$ cat config.mk
export PLATFORM = sky130hd
export DESIGN_NAME = iram_arbiter
export DESIGN_NICKNAME = d
export VERILOG_FILES = /design/src/rtl/iram_arbiter.sv
export SDC_FILE = /design/constraint.sdc
export NUM_CORES = 1
export LEC_CHECK = 0
export BUFFER_PORTS_ARGS = -buffer_cell sky130_fd_sc_hd__buf_2
export CAP_MARGIN = 20
export CORE_AREA = 4 4 93 95
export CTS_CLUSTER_DIAMETER = 80
export DETAILED_ROUTE_END_ITERATION = 7
export DIE_AREA = 0 0 97 99
export PLACE_DENSITY = 0.6
export SYNTH_ARGS = -nofsm -noshare
export SYNTH_HDL_FRONTEND = slang
export SYNTH_SLANG_ARGS = --single-unit
$ cat constraint.sdc
create_clock -name i_Clk -period 1.8 [get_ports i_Clk]
set_input_delay 0.27 -clock i_Clk [delete_from_list [all_inputs] [get_ports i_Clk]]
set_output_delay 0.27 -clock i_Clk [all_outputs]
set_load 0.02 [all_outputs]
$ cat src/rtl/iram_arbiter.sv
// iram_arbiter: fetch/loader arbiter for a single-port instruction RAM; define IRAM_ARB_ERR_EN to enable address error checking
module iram_arbiter #(
   parameter int MEM_DEPTH    = 1024,
   parameter int STARVE_LIMIT = 4
) (
   input  logic                         i_Clk,
   input  logic                         i_Rst,
   input  logic                         i_F_Req,
   input  logic [31:0]                  i_F_Addr,
   output logic                         o_F_Gnt,
   output logic                         o_F_Valid,
   output logic [31:0]                  o_F_Data,
   output logic                         o_F_Err,
   output logic                         o_F_Flush,
   input  logic                         i_L_Req,
   input  logic                         i_L_We,
   input  logic                         i_L_Lock,
   input  logic [31:0]                  i_L_Addr,
   input  logic [31:0]                  i_L_WData,
   output logic                         o_L_Gnt,
   output logic                         o_L_Valid,
   output logic [31:0]                  o_L_RData,
   output logic                         o_L_Err,
   output logic [$clog2(MEM_DEPTH)-1:0] o_M_Addr,
   output logic                         o_M_We,
   output logic [31:0]                  o_M_WData,
   input  logic [31:0]                  i_M_RData
);
   localparam int AW = $clog2(MEM_DEPTH);
   typedef enum logic [1:0] {FETCH, LOAD, EXIT} state_t;
   state_t     state_q, state_d;
   logic [3:0] starve_cnt_q, starve_cnt_d;
   logic       f_vld_q, f_vld_d, f_err_q, f_err_d;
   logic       l_vld_q, l_vld_d, l_err_q, l_err_d;
   logic       f_gnt, l_gnt, f_bad, l_bad;
`ifdef IRAM_ARB_ERR_EN
   assign f_bad = (|i_F_Addr[1:0]) || ({2'b00, i_F_Addr[31:2]} >= 32'(MEM_DEPTH));
   assign l_bad = (|i_L_Addr[1:0]) || ({2'b00, i_L_Addr[31:2]} >= 32'(MEM_DEPTH));
`else
   logic unused_addr;
   assign f_bad = 1'b0;
   assign l_bad = 1'b0;
   assign unused_addr = ^{i_F_Addr[31:AW+2], i_F_Addr[1:0], i_L_Addr[31:AW+2], i_L_Addr[1:0]};
`endif
   // Arbitrate, steer the RAM port, compute next state and gate every output during reset
   always_comb begin
      l_gnt = !i_Rst && i_L_Req && (state_q == LOAD ||
              (state_q == FETCH && (!i_F_Req || starve_cnt_q == 4'(STARVE_LIMIT))));
      f_gnt = !i_Rst && state_q == FETCH && i_F_Req && !l_gnt;
      state_d = (state_q == FETCH && l_gnt && i_L_Lock) ? LOAD :
                (state_q == LOAD && !i_L_Lock && !(l_gnt && !i_L_We)) ? EXIT :
                (state_q == EXIT) ? FETCH : state_q;
      starve_cnt_d = l_gnt ? 4'd0 :
                     (i_L_Req && starve_cnt_q != 4'(STARVE_LIMIT)) ? starve_cnt_q + 4'd1 : starve_cnt_q;
      f_vld_d   = f_gnt;
      f_err_d   = f_gnt && f_bad;
      l_vld_d   = l_gnt && (!i_L_We || l_bad);
      l_err_d   = l_gnt && l_bad;
      o_F_Gnt   = f_gnt;
      o_L_Gnt   = l_gnt;
      o_M_Addr  = l_gnt ? i_L_Addr[AW+1:2] : f_gnt ? i_F_Addr[AW+1:2] : '0;
      o_M_We    = l_gnt && i_L_We && !l_bad;
      o_M_WData = l_gnt ? i_L_WData : '0;
      o_F_Valid = !i_Rst && f_vld_q;
      o_F_Err   = !i_Rst && f_err_q;
      o_F_Data  = (o_F_Valid && !f_err_q) ? i_M_RData : '0;
      o_L_Valid = !i_Rst && l_vld_q;
      o_L_Err   = !i_Rst && l_err_q;
      o_L_RData = (o_L_Valid && !l_err_q) ? i_M_RData : '0;
      o_F_Flush = !i_Rst && state_q == EXIT;
   end
   // Register FSM state, starvation count and pending responses
   always_ff @(posedge i_Clk) begin
      if (i_Rst) begin
         state_q      <= FETCH;
         starve_cnt_q <= '0;
         f_vld_q      <= 1'b0;
         f_err_q      <= 1'b0;
         l_vld_q      <= 1'b0;
         l_err_q      <= 1'b0;
      end else begin
         state_q      <= state_d;
         starve_cnt_q <= starve_cnt_d;
         f_vld_q      <= f_vld_d;
         f_err_q      <= f_err_d;
         l_vld_q      <= l_vld_d;
         l_err_q      <= l_err_d;
      end
   end
endmodule

# After elaboration in Yosys (flattened, before gate mapping)
# Index checks and enable logic that the tools add are counted.
[totals] inputBits=134 reg_bits=8 wordCells=47 output_inout_bits=114
[op_classes] n_reduce_logical=29 n_mux=8 n_eq_ne=4 add_sub_neg=1
[ops] op="32-bit 2-to-1 mux" count=3
[ops] op="10-bit 2-to-1 mux" count=2
[ops] op="1-bit logical AND" count=16
[ops] op="1-bit zero test" count=6
[ops] op="4-bit by 1-bit adder with 4-bit output (second input constant)" count=1
[ops] op="4-bit by 3-bit == test with 1-bit output (second input constant)" count=1
[ops] op="2-bit 2-to-1 mux" count=2
[ops] op="4-bit by 3-bit inequality test with 1-bit output (second input constant)" count=1
[ops] op="2-bit OR reduction" count=2
[ops] op="3-bit nonzero test" count=1
[ops] op="2-bit by 1-bit == test with 1-bit output (second input constant)" count=1
[ops] op="2-bit == test (second input constant)" count=1
[ops] op="2-bit zero test" count=1
[ops] op="1-bit logical OR" count=2
[ops] op="2-bit nonzero test" count=1
[ops] op="1-bit 2-to-1 mux" count=1

# Logic depth before layout (Yosys ltp)
[depth] ltp_word=10 ltp_mapped=6 mapped_depth_nobuf=5

# Least setup slack after synthesis
# Ideal clock, no wire load.
[synth_path] kind="reg2out" startpoint="reg starve_cnt_q[0]" endpoint="out o_M_WData[22]" required_time_ns=1.530 path_buffers=1 slack_ns=-0.090 stages_incl_launch_ff=7 t_arrival_ns=1.620 cell_sequence="dfxtp_1 inv_1 ha_1 nand3b_4 a2111oi_4 buf_6 and2_1"
[synth_between] elab_chain_cells=6
[synth_lines] item="start, declared" line="32" source="logic [3:0] starve_cnt_q, starve_cnt_d;"
[synth_lines] item="start signal, assigned" line="83" source="starve_cnt_q <= starve_cnt_d;"
[synth_lines] item="4-bit by 3-bit == test with 1-bit output" line="48" source="(state_q == FETCH && (!i_F_Req || starve_cnt_q == 4'(STARVE_LIMIT))));"
[synth_lines] item="1-bit logical OR" line="48"
[synth_lines] item="1-bit logical AND" line="48"
[synth_lines] item="1-bit logical OR" line="47" source="l_gnt = !i_Rst && i_L_Req && (state_q == LOAD ||"
[synth_lines] item="1-bit logical AND" line="47"
[synth_lines] item="named net o_L_Gnt" line="20" source="output logic o_L_Gnt,"
[synth_lines] item="32-bit 2-to-1 mux" line="63" source="o_M_WData = l_gnt ? i_L_WData : '0;"
[synth_lines] item="end, declared" line="26" source="output logic [31:0] o_M_WData,"
# The timed path passes the listed nets, and every way through them passes these cells.

# Final worst setup path
[layout_path] startpoint="reg starve_cnt_q[0]" endpoint="out o_M_WData[19]"
[layout_between] elab_chain_cells=6
[layout_lines] item="4-bit by 3-bit == test with 1-bit output" line="48"
[layout_lines] item="1-bit logical OR" line="48"
[layout_lines] item="1-bit logical AND" line="48"
[layout_lines] item="1-bit logical OR" line="47"
[layout_lines] item="1-bit logical AND" line="47"
[layout_lines] item="32-bit 2-to-1 mux" line="63"
# No other way between the ends.

==> summary.md <==
| Metric | Value |
|---|---|
| Hold Path End | `l_vld_q` |
| Max IR drop VDD | `roughly 0.12 mV` |
| Hold-critical path depth | `2` |
| Clock-pin slew on the worst setup and hold paths | `roughly 0.040 ns` |
| Crit-path cells | `inv_2 > ha_4 > nand3b_4 > a2111oi_4 > buf_12 > and2_2 > buf_4` |
| Inserted Diodes | `0` |
| Gate power share | `0.569` |
| Final Util | `0.389` |
| Failing checks | `setup timing` |
| Top cell type by total area after synthesis | `and2_1` |
| Most used flip-flop cell after synthesis | `dfxtp_1` |
| Mapped Cells | `slightly below 200` |
| Num rows | `32` |
| Drc violations | `0` |
| Crit share post-route | `1.14` |
| Hold path start | `i_L_We` |
| Netlist Area Pre-Place | `around 1300 um2` |
| Sequential Power Share | `0.196` |
| Total GRT Usage | `0.114` |
| Top-count cell post-synth | `and2_1` |
| Die Area | `approximately 9600 um2` |
| Clock Path Buffers | `2` |
| Reg2reg path depth | `8` |
| Fraction of registers with async set/reset | `0` |
| Flop-to-flop setup slack | `approximately 0.35 ns` |
| Dpl hpwl | `about 4.8 mm` |
| WL per Instance | `about 12 um` |
| Vias per inst | `about 4.1` |
| Worst setup EP type | `output pin` |
| Largest net degree at the start of global routing | `36` |
| Layout cell share with drive strength beyond 1 | `0.673` |
| P_int | `0.000596 W` |
| Total grt overflow | `0` |
| YS warnings | `0` |
| GP Congestion | `0.836` |
| Pre-Repair DR Iteration Count | `4` |
| WL final | `slightly above 6 mm` |
| Leakage | `around 1.7 nW` |
| Synth cell count leaders | `and2_1 (97), nand2_1 (22), clkbuf_1 (11), o22ai_1 (10), dfxtp_1 (8)` |
| Non-Filler Instances | `between 500 and 600` |
| Die X | `between 90 and 100 um` |
| Via count | `2037` |
| Crit path DAT | `approximately 1.8 ns` |
| Max cap viols | `0` |
| WP data required | `roughly 1.5 ns` |
| Reg2reg end | `f_vld_q` |
| Worst min-delay path category | `in2reg` |
| Global-route wire length before repair | `between 9 and 10 mm` |
| Synthesized flop and latch total | `8` |
| NetSw | `around 0.00036 W` |
| Area Overhead vs Synth | `131%` |
| Initial antenna violation count | `0` |
| Die height | `just under 100 um` |
| Vias in the first global route | `~1900` |
| Synth area leaders | `and2_1 (47%), dfxtp_1 (12%), nand2_1 (6.3%)` |
| Hold Fails Final Rpt | `0` |
| Syn avg cell area | `around 6.6 um2` |
| Yosys cell types | `31` |
| Fmax | `around 500 MHz` |
| TritonCTS buffer count | `3` |
| Post-route worst setup slack | `-0.251 ns` |
| H-tree depth | `1` |
| Final number of max-transition violations | `0` |
| Setup TNS | `-9.96 ns` |
| Port Buf Inserts | `~200` |
| Switch share | `0.378` |
| CP startpoint kind | `flop` |
| Post-route ant nets | `0` |
| Initial Util | `0.169` |
| Sequential-to-total area share from yosys stat | `0.123` |
| Placed Cells | `~500` |
| Kind of critical path | `reg2out` |
| Top cell type's share of synthesized area | `0.466` |
| DRT iter0 DRCs | `32` |
| Post-placement cell area | `between 2000 and 3000 um2` |
| Clock Latency Late Sink | `0.23 ns` |
| Hold_buf cts | `0` |
| RSZ-0062 raised after global routing | `yes` |
| Clk root buf | `clkbuf_8` |
| Post-layout nets | `~540` |
| Io pins | `around 250` |
| Core Box Area | `around 7700 um2` |
| Clock power frac | `0.235` |
| Worst path slowest cell | `a2111oi_4` |
| Final setup viols | `45` |
| Design Area, Final | `~3000 um2` |
| R2r startpoint | `starve_cnt_q[0]` |
| Clock sinks | `8` |
| Tmin final | `2.05 ns` |
| CTS tree | `built` |
| Number of synthesized flops with an enable pin | `0` |
| Power Dens Cells | `~320 nW/um2` |
| CP max FO | `35` |
| Clock skew | `roughly 0.0025 ns` |
| Status | `complete, but fails checks` |
| Max stage delay on crit path | `0.40 ns` |
kinds of logic after synthesis:
| logic type | share of synthesized area |
|---|---|
| and+or+nand+nor | 0.622 |
| adders and majority gates | 0.0192 |
| other | 0.00288 |
| AOI/OAI and AO/OA | 0.140 |
| DFF | 0.123 |
| buffers and inverters | 0.0932 |
worst max-delay path by stage:
| stage | from | to | depth (start not counted) |
|---|---|---|---|
| 2_1_floorplan | starve_cnt_q[1] | o_M_WData[22] | 6 |
| 3_3_place_gp | starve_cnt_q[0] | o_M_WData[5] | 7 |
| 3_5_place_dp | starve_cnt_q[0] | o_M_WData[19] | 7 |
| 4_1_cts | starve_cnt_q[0] | o_M_WData[19] | 7 |
| 5_1_grt | starve_cnt_q[0] | o_M_WData[31] | 7 |
| 6_report | starve_cnt_q[0] | o_M_WData[19] | 7 |
per-layer routing:
metal / wire [um] / global-route usage / vias up
li1: - / - / 1034
met1: 2140 / 0.126 / 874
met2: 3260 / 0.217 / 118
met3: 587 / 0.0226 / 11
met4: 106 / 0.0367 / 0
met5: 0 / 0 / -
stage by stage:
stage          worst slack (ns)  hold slack (ns)  power (W)
3_3_place_gp             0.0149            0.477   0.000612
2_1_floorplan           0.00170            0.342   0.000429
4_1_cts                  -0.253            0.249   0.000893
6_report                 -0.251            0.248   0.000959
3_5_place_dp            -0.0226            0.486   0.000619
5_1_grt                  -0.324            0.255    0.00102
power by group through the flow:
stage               Sequential, W  Combinational, W  Clock, W
floorplan                0.000191          0.000238         0
global placement         0.000191          0.000421         0
detailed placement       0.000192          0.000427         0
CTS                      0.000189          0.000476  0.000229
global route             0.000189          0.000593  0.000237
finish                   0.000188          0.000545  0.000225
repair_timing:
item                       CTS  global route
setup endpoints to repair   45            45
hold endpoints to repair     0             0
buffers inserted             2             2
resized for setup           77            41
gates cloned                 1             0
pin swaps                    0             4
critical path: cells and delay by family, from the launching register on:
family,cells,cell delay (ns)
AO/OA/AOI/OAI,1,0.40
AND/OR/NAND/NOR,2,0.25
buffers and inverters,3,0.42
adder cells (fa/ha/maj),1,0.16
flip-flops,1,0.32
layout by cell type (no fill, tap or decap), drive strengths merged:
cell type,n
nand3,1
nor2,1
nand2b,1
dfxtp,8
or3,1
nor2b,5
a2111oi,2
o31ai,1
inv,7
and3b,1
o22ai,10
o311ai,1
buf,216
o21ai,4
o2111ai,1
and4b,1
nand2,22
ha,2
nand3b,1
conb,2
clkbuf,3
nor3,4
nand4,1
a21o,1
and2,97
a31oi,1
a21oi,5
layout make-up:
cell class	instances	area [um2]
inverter	7	26.3
multi-input combinational	166	1230
fill	780	4720
clock buffer	3	41.3
sequential	8	163
tap	102	128
timing repair buffer	216	1420
sequential cells by signal (all words and copies together), names as in the netlist:
| name | cells |
|---|---|
| starve_cnt_q | 4 |
| state_q | 2 |
| f_vld_q | 1 |
| l_vld_q | 1 |
No activity file was read; power rests on OpenSTA's default activity.
